==> src/rtl/mesh_nic.sv <==
// Network interface between one processing element and the PE port of a
// mesh router. One single-entry buffer per direction; PE side is a
// four-register memory map, router side a send/ready handshake that only
// injects when the packet's VC bit matches the router's current polarity.
//
// Buffer FSM (one instance per direction)
//   state     | meaning
//   BUF_EMPTY | slot free, may capture a new packet
//   BUF_FULL  | slot holds a packet waiting to be consumed
module mesh_nic #(
   parameter int DATA_WIDTH = 64
) (
   input  logic                  clk,
   input  logic                  reset,
   input  logic [1:0]            addr,
   input  logic [DATA_WIDTH-1:0] d_in,
   output logic [DATA_WIDTH-1:0] d_out,
   input  logic                  nicEn,
   input  logic                  nicEnWr,
   input  logic                  net_si,
   output logic                  net_ri,
   input  logic [DATA_WIDTH-1:0] net_di,
   output logic                  net_so,
   input  logic                  net_ro,
   output logic [DATA_WIDTH-1:0] net_do,
   input  logic                  net_polarity
);

   typedef enum logic {
      BUF_EMPTY = 1'b0,
      BUF_FULL  = 1'b1
   } buf_state_e;

   localparam logic [1:0] ADDR_IN_BUF  = 2'b00;
   localparam logic [1:0] ADDR_IN_STAT = 2'b01;
   localparam logic [1:0] ADDR_OUT_BUF = 2'b10;
   localparam logic [1:0] ADDR_OUT_STAT = 2'b11;

   buf_state_e            in_st_q, in_st_d;
   buf_state_e            out_st_q, out_st_d;
   logic [DATA_WIDTH-1:0] in_buf_q, in_buf_d;
   logic [DATA_WIDTH-1:0] out_buf_q, out_buf_d;
   logic [DATA_WIDTH-1:0] d_out_q, d_out_d;
   logic [DATA_WIDTH-1:0] net_do_q, net_do_d;
   logic                  net_so_q, net_so_d;

   logic in_full, out_full;
   logic pe_rd, pe_wr, inject;

   assign in_full  = (in_st_q == BUF_FULL);
   assign out_full = (out_st_q == BUF_FULL);
   assign pe_rd    = nicEn & ~nicEnWr;
   assign pe_wr    = nicEn & nicEnWr;
   // Only inject on the router cycle whose polarity matches the packet VC.
   assign inject   = out_full & net_ro & (out_buf_q[DATA_WIDTH-1] == net_polarity);

   assign net_ri = ~in_full;
   assign net_so = net_so_q;
   assign net_do = net_do_q;
   assign d_out  = d_out_q;

   // State register; reset discards any packet or access in flight.
   always_ff @(posedge clk) begin
      if (!reset) begin
         in_st_q   <= BUF_EMPTY;
         out_st_q  <= BUF_EMPTY;
         in_buf_q  <= '0;
         out_buf_q <= '0;
         d_out_q   <= '0;
         net_do_q  <= '0;
         net_so_q  <= 1'b0;
      end else begin
         in_st_q   <= in_st_d;
         out_st_q  <= out_st_d;
         in_buf_q  <= in_buf_d;
         out_buf_q <= out_buf_d;
         d_out_q   <= d_out_d;
         net_do_q  <= net_do_d;
         net_so_q  <= net_so_d;
      end
   end

   // Input buffer: router fills it when empty, PE read of the data register drains it.
   always_comb begin
      in_st_d  = in_st_q;
      in_buf_d = in_buf_q;
      unique case (in_st_q)
         BUF_EMPTY: begin
            // A send while full is a router violation and is simply ignored.
            if (net_si) begin
               in_buf_d = net_di;
               in_st_d  = BUF_FULL;
            end
         end
         BUF_FULL: begin
            if (pe_rd && (addr == ADDR_IN_BUF)) in_st_d = BUF_EMPTY;
         end
         default: in_st_d = BUF_EMPTY;
      endcase
   end

   // Output buffer: PE write fills it when empty, injection drains it.
   always_comb begin
      out_st_d  = out_st_q;
      out_buf_d = out_buf_q;
      net_so_d  = 1'b0;
      net_do_d  = net_do_q;
      unique case (out_st_q)
         BUF_EMPTY: begin
            if (pe_wr && (addr == ADDR_OUT_BUF)) begin
               out_buf_d = d_in;
               out_st_d  = BUF_FULL;
            end
         end
         BUF_FULL: begin
            // A write landing on a full slot is dropped, even in the drain cycle.
            if (inject) begin
               net_so_d = 1'b1;
               net_do_d = out_buf_q;
               out_st_d = BUF_EMPTY;
            end
         end
         default: out_st_d = BUF_EMPTY;
      endcase
   end

   // PE read data path; status reads see the pre-edge flag values.
   always_comb begin
      d_out_d = d_out_q;
      if (pe_rd) begin
         unique case (addr)
            ADDR_IN_BUF:   d_out_d = in_buf_q;
            ADDR_IN_STAT:  d_out_d = {{(DATA_WIDTH-1){1'b0}}, in_full};
            ADDR_OUT_BUF:  d_out_d = '0;
            ADDR_OUT_STAT: d_out_d = {{(DATA_WIDTH-1){1'b0}}, out_full};
            default:       d_out_d = '0;
         endcase
      end
   end

endmodule

==> config.mk <==
export PLATFORM = sky130hd
export DESIGN_NAME = mesh_nic
export DESIGN_NICKNAME = d
export VERILOG_FILES = /design/src/rtl/mesh_nic.sv
export SDC_FILE = /design/constraint.sdc
export NUM_CORES = 1
export LEC_CHECK = 0
export CAP_MARGIN = 15
export CORE_ASPECT_RATIO = 0.6
export CORE_MARGIN = 5
export CORE_UTILIZATION = 37
export DETAILED_ROUTE_END_ITERATION = 6
export PLACE_DENSITY = 0.64
export SLEW_MARGIN = 20
export SYNTH_ARGS = -nofsm -noshare
export SYNTH_HDL_FRONTEND = slang
export SYNTH_SLANG_ARGS = --single-unit
==> constraint.sdc <==
create_clock -name clk -period 1.85 [get_ports clk]
set_input_delay 0.37 -clock clk [delete_from_list [all_inputs] [get_ports clk]]
set_output_delay 0.37 -clock clk [all_outputs]
set_load 0.05 [all_outputs]
[Word level (Yosys, flattened, before mapping)]
Cells that the tools add are included.
Storage, ports and cells
  flip-flop bits (word level): 259
  output and inout bits: 130
  logic and storage cells: 33
Cells by class
  eq/ne operators: 4
  multiplexer cells: 8
  bitwise gates (word level): 7
  reduce and logical (&&, ||, !) cells: 7
Operator list (count)
  64-bit one-hot mux with 4 select lines: 1
  2-bit AND reduction: 4
  1-bit two-way mux: 5
  1-bit AND: 4
  2-bit == test (second input constant): 2
  1-bit one-hot mux with 2 select lines: 2
  1-bit inverter: 3
  2-bit by 1-bit == test with 1-bit output (second input constant): 1
  1-bit logical AND: 2
  2-bit zero test: 1
  1-bit == test: 1

[Longest topological paths before layout]
  word-level depth: 5
  gate-level depth with buffers: 6
  depth with buffers taken out: 3

[Worst setup path after synthesis]
No wires, ideal clock.
  path type: input to register
  from: input port net_polarity
  to: register net_do_q[25], in the netlist net_do[25]
  data arrival time: 1243 ps
  required time: 1778 ps
  setup slack: 536 ps
  stages: 6
  cells stage by stage: xnor2_1 > and3_1 > clkbuf_1 > buf_6 > buf_6 > mux2i_1
Between the ends
  word-level cells in the longest chain between the ends: 3
RTL lines
  start, declared: line 26  | input logic net_polarity
  1-bit == test: line 55  | assign inject = out_full & net_ro & (out_buf_q[DATA_WIDTH-1] == net_polarity);
  1-bit AND: line 55
  2-bit AND reduction (no line)
  end signal, assigned: line 78  | net_do_q <= net_do_d;
  end, declared: line 44  | logic [DATA_WIDTH-1:0] net_do_q, net_do_d;
Every way passes these cells.
A chain may end at the register's enable or synchronous reset.

[Worst setup path after layout]
  from: register d_out_q[27], in the netlist d_out[27]
  to: output port d_out[27]
RTL lines
  start, declared: line 43  | logic [DATA_WIDTH-1:0] d_out_q, d_out_d;
  start signal, assigned: line 77  | d_out_q <= d_out_d;
  end, declared: line 17  | output logic [DATA_WIDTH-1:0] d_out,
No word-level cell between the ends.

==> impl_metrics.py <==
metrics = {
    "clock_tree": {
        "cts_tree": "done",
        "clkLatencyLatePin_ns": 0.52,
        "clk_path_buf_depth": 3,
        "ctsHoldBuffers": 0,
        "clock-root-buffer": "clkbuf_16",
        "cts_buffers": 25,
        "cts_max_level": 1,
        "cts_sinks": 259,
        "post-cts-setup-buffers": 0,
        "clk_transition_reported_paths_ns": 0.07,
    },
    "critical_path": {
        "cp_max_fo": 2,
        "worst_setup_path_start_kind": "register",
        "worstSetupEndpointType": "primary output",
        "crit_end": "d_out[27]",
        "r2r-start": "out_full",
        "path_delay_family": "buffers and inverters",
        "path_cells": "dlygate4sd2_1",
        "critPathKind": "reg2out",
        "ff2ff_path_depth": 5,
        "cp.required_ns": 1.48,
        "startpoint": "d_out[27]",
        "max_stage_delay_ns": 0.54,
        "crit_slowest_cell": "dlygate4sd2_1",
        "r2r_end": "out_buf_q[18]",
        "crit_cells": 1,
        "cp_num_buf_inv": 1,
        "cp.arrival_ns": 1.40,
        "r2r_slack_ns": 0.45,
    },
    "hold_path": {
        "hold_class": "in2reg",
    },
    "floorplan": {
        "core_sq_um": 24400,
        "die_h_microns": 132,
        "dieWidth_microns": 214,
        "fp-row-count": 44,
        "io_pins": 267,
        "dieArea_sq_um": 28400,
        "initial_utilization": 0.379,
    },
    "sta": {
        "holdWs_ns": 0.207,
        "rsz0062_at_grt": "false",
        "tns_ns": 0,
        "slew_viol_final": 0,
        "finalSetupViolCount": 0,
        "fin_crit_ns": 1.77,
        "finalHoldViolations": 0,
        "worstMarginPinSlew_ns": 0.500,
        "relSlewSlack": 0.668,
        "fin_crit_sh": 0.957,
        "skew_ns": 0.00838,
        "clock.fmax_mhz": 565,
    },
    "yosys": {
        "syn_area_per_cell_sq_um": 9.28,
        "synthArstFlopShare": 0,
        "ys.flop_type": "dfxtp_1",
        "synth-edff-count": 0,
        "yosysMostFrequentCell": "nand2_1",
        "yosysSeqAreaShare": 0.561,
        "netlist.area_leader.share": 0.561,
        "synth_top_area_cell": "dfxtp_1",
        "synth_warnings": 0,
        "syn-instance-count": 996,
        "ys_ff_latch": 259,
        "syn_nets": 1133,
        "synthDistinctLibCells": 23,
        "netlist_area_sq_um": 9250,
        "yosys-top-cells-area": "dfxtp_1 (56%), mux2i_1 (14%), nand2_1 (13%)",
        "synth_common_cells": "nand2_1 (324), dfxtp_1 (259), mux2i_1 (129)",
    },
    "power": {
        "pwr_density_cell_nw_per_um2": 904,
        "power_leakage_uw": 0.00543,
        "max-vdd-ir-drop_uv": 601,
    },
    "drt": {
        "via_count": 7619,
        "wl_per_cell_microns": 16.0,
        "drc": 0,
        "drt_first_pass_iters": 6,
        "drtIter0Drc": 426,
        "routed_wl_mm": 25.4,
        "ant_nets": 0,
        "routed_via_density": 4.82,
    },
    "final_layout": {
        "finalNetCount": 1379,
        "syn_to_final_growth_pct": 39.2,
        "layout-drive-gt1-share": 0.156,
    },
    "place": {
        "gp_congestion": 0.757,
        "port_buffers": 266,
        "dp_hpwl_mm": 17.6,
    },
    "run": {
        "cap_viol_max_count": 0,
    },
    "global_route": {
        "grt_max_degree": 100,
        "antenna_found_initial": 4,
        "grt_pass1_wl_mm": 40.4,
        "grt_usage": 0.171,
        "grt_pass1_vias": 7245,
        "grt_overflow": 0,
    },
    "run_status": {
        "status": "complete, no violations",
    },
}
==> how the worst min path moves through the flow <==
| stage | depth (start not counted) | end | from |
|---|---|---|---|
| floorplan | 2 | in_buf_q[10] | in_buf_q[10] |
| global placement | 2 | in_buf_q[51] | in_buf_q[51] |
| detailed placement | 2 | in_buf_q[32] | in_buf_q[32] |
| CTS | 3 | out_buf_q[62] | reset |
| global route | 3 | net_do[6] | reset |
| finish | 3 | net_do[6] | reset |
==> per-stage QoR <==
stage | utilization | instances | area (sq um) | worst slack (ns) | power (uW)
finish | 0.528 | 1582 | 12900 | 0.0799 | 11600
global route | 0.528 | 1582 | 12900 | 0.0293 | 12100
CTS | 0.527 | 1581 | 12900 | 0.0470 | 11800
detailed placement | 0.496 | 1537 | 12100 | -0.0893 | 6790
global placement | 0.496 | 1537 | 12100 | -0.0487 | 6780
floorplan | - | 996 | 9250 | 0.536 | 6300
==> layer usage <==
metal,vias to the layer above,global-route usage,wire length [microns],part of all wire
met5,-,0,46,0.0018
met4,6,0.0397,454,0.018
met3,42,0.0447,1390,0.055
met2,169,0.264,11300,0.44
met1,3602,0.241,12200,0.48
li1,3800,-,-,-
==> layout by cell type, fill, tap and decap left out <==
master | synthesis | layout
clkinv_4 | 0 | 1
nand2_1 | 324 | 323
clkbuf_16 | 0 | 25
or3b_1 | 1 | 1
and3_4 | 0 | 1
clkdlybuf4s50_1 | 0 | 135
a31oi_1 | 1 | 1
nor2b_4 | 0 | 1
nor4bb_1 | 1 | 1
a21oi_1 | 64 | 64
a22oi_1 | 63 | 63
dlygate4sd2_1 | 0 | 13
nor2_1 | 64 | 64
diode_2 | 0 | 1
clkinv_2 | 0 | 6
nand2b_2 | 0 | 2
dfxtp_1 | 259 | 259
inv_8 | 0 | 1
nor4b_4 | 0 | 1
and2_1 | 1 | 1
o22ai_1 | 1 | 1
inv_4 | 0 | 1
xnor2_1 | 1 | 1
clkbuf_1 | 33 | 4
buf_6 | 10 | 1
buf_4 | 6 | 132
clkbuf_8 | 0 | 4
clkinvlp_4 | 0 | 2
inv_1 | 2 | 1
bufinv_16 | 0 | 1
nand2_4 | 0 | 1
a211oi_1 | 1 | 1
mux2i_1 | 129 | 129
buf_12 | 0 | 17
==> what timing repair did <==
action,4_1_cts,5_1_grt
resized for setup,13,0
endpoints found under the setup margin,13,0
hold endpoints to repair,0,0
==> cell families after synthesis <==
family	count (synthesis)	share of synthesized area
flip-flops	259	0.561
AO/OA/AOI/OAI	130	0.0880
multiplexers	129	0.140
XOR/XNOR	1	0.000947
AND/OR/NAND/NOR	396	0.165
buffers and inverters	81	0.0461
==> flip-flops by register name, summed over array words and instances, names as in the netlist <==
register and count:
net_do 64, d_out 64, net_so 1, in_buf_q 64, in_full 1, out_buf_q 64
out_full 1
==> cell type report <==
cell class              count  area [sq um]
fillers                  2282         11500
repair buffers            298          2810
diodes                      1          2.50
clock inverters            11          95.1
flip-flops and latches    259          5180
inverters                   2          10.0
multi-input cells         656          3670
well taps                 322           403
clock buffers              33           696
==> power breakdown <==
group	total, uW	internal [uW]	switching, uW
registers	5750	5700	53.8
logic	905	458	448
clock network	4980	2800	2180
Power figures use the tool's default switching activity.
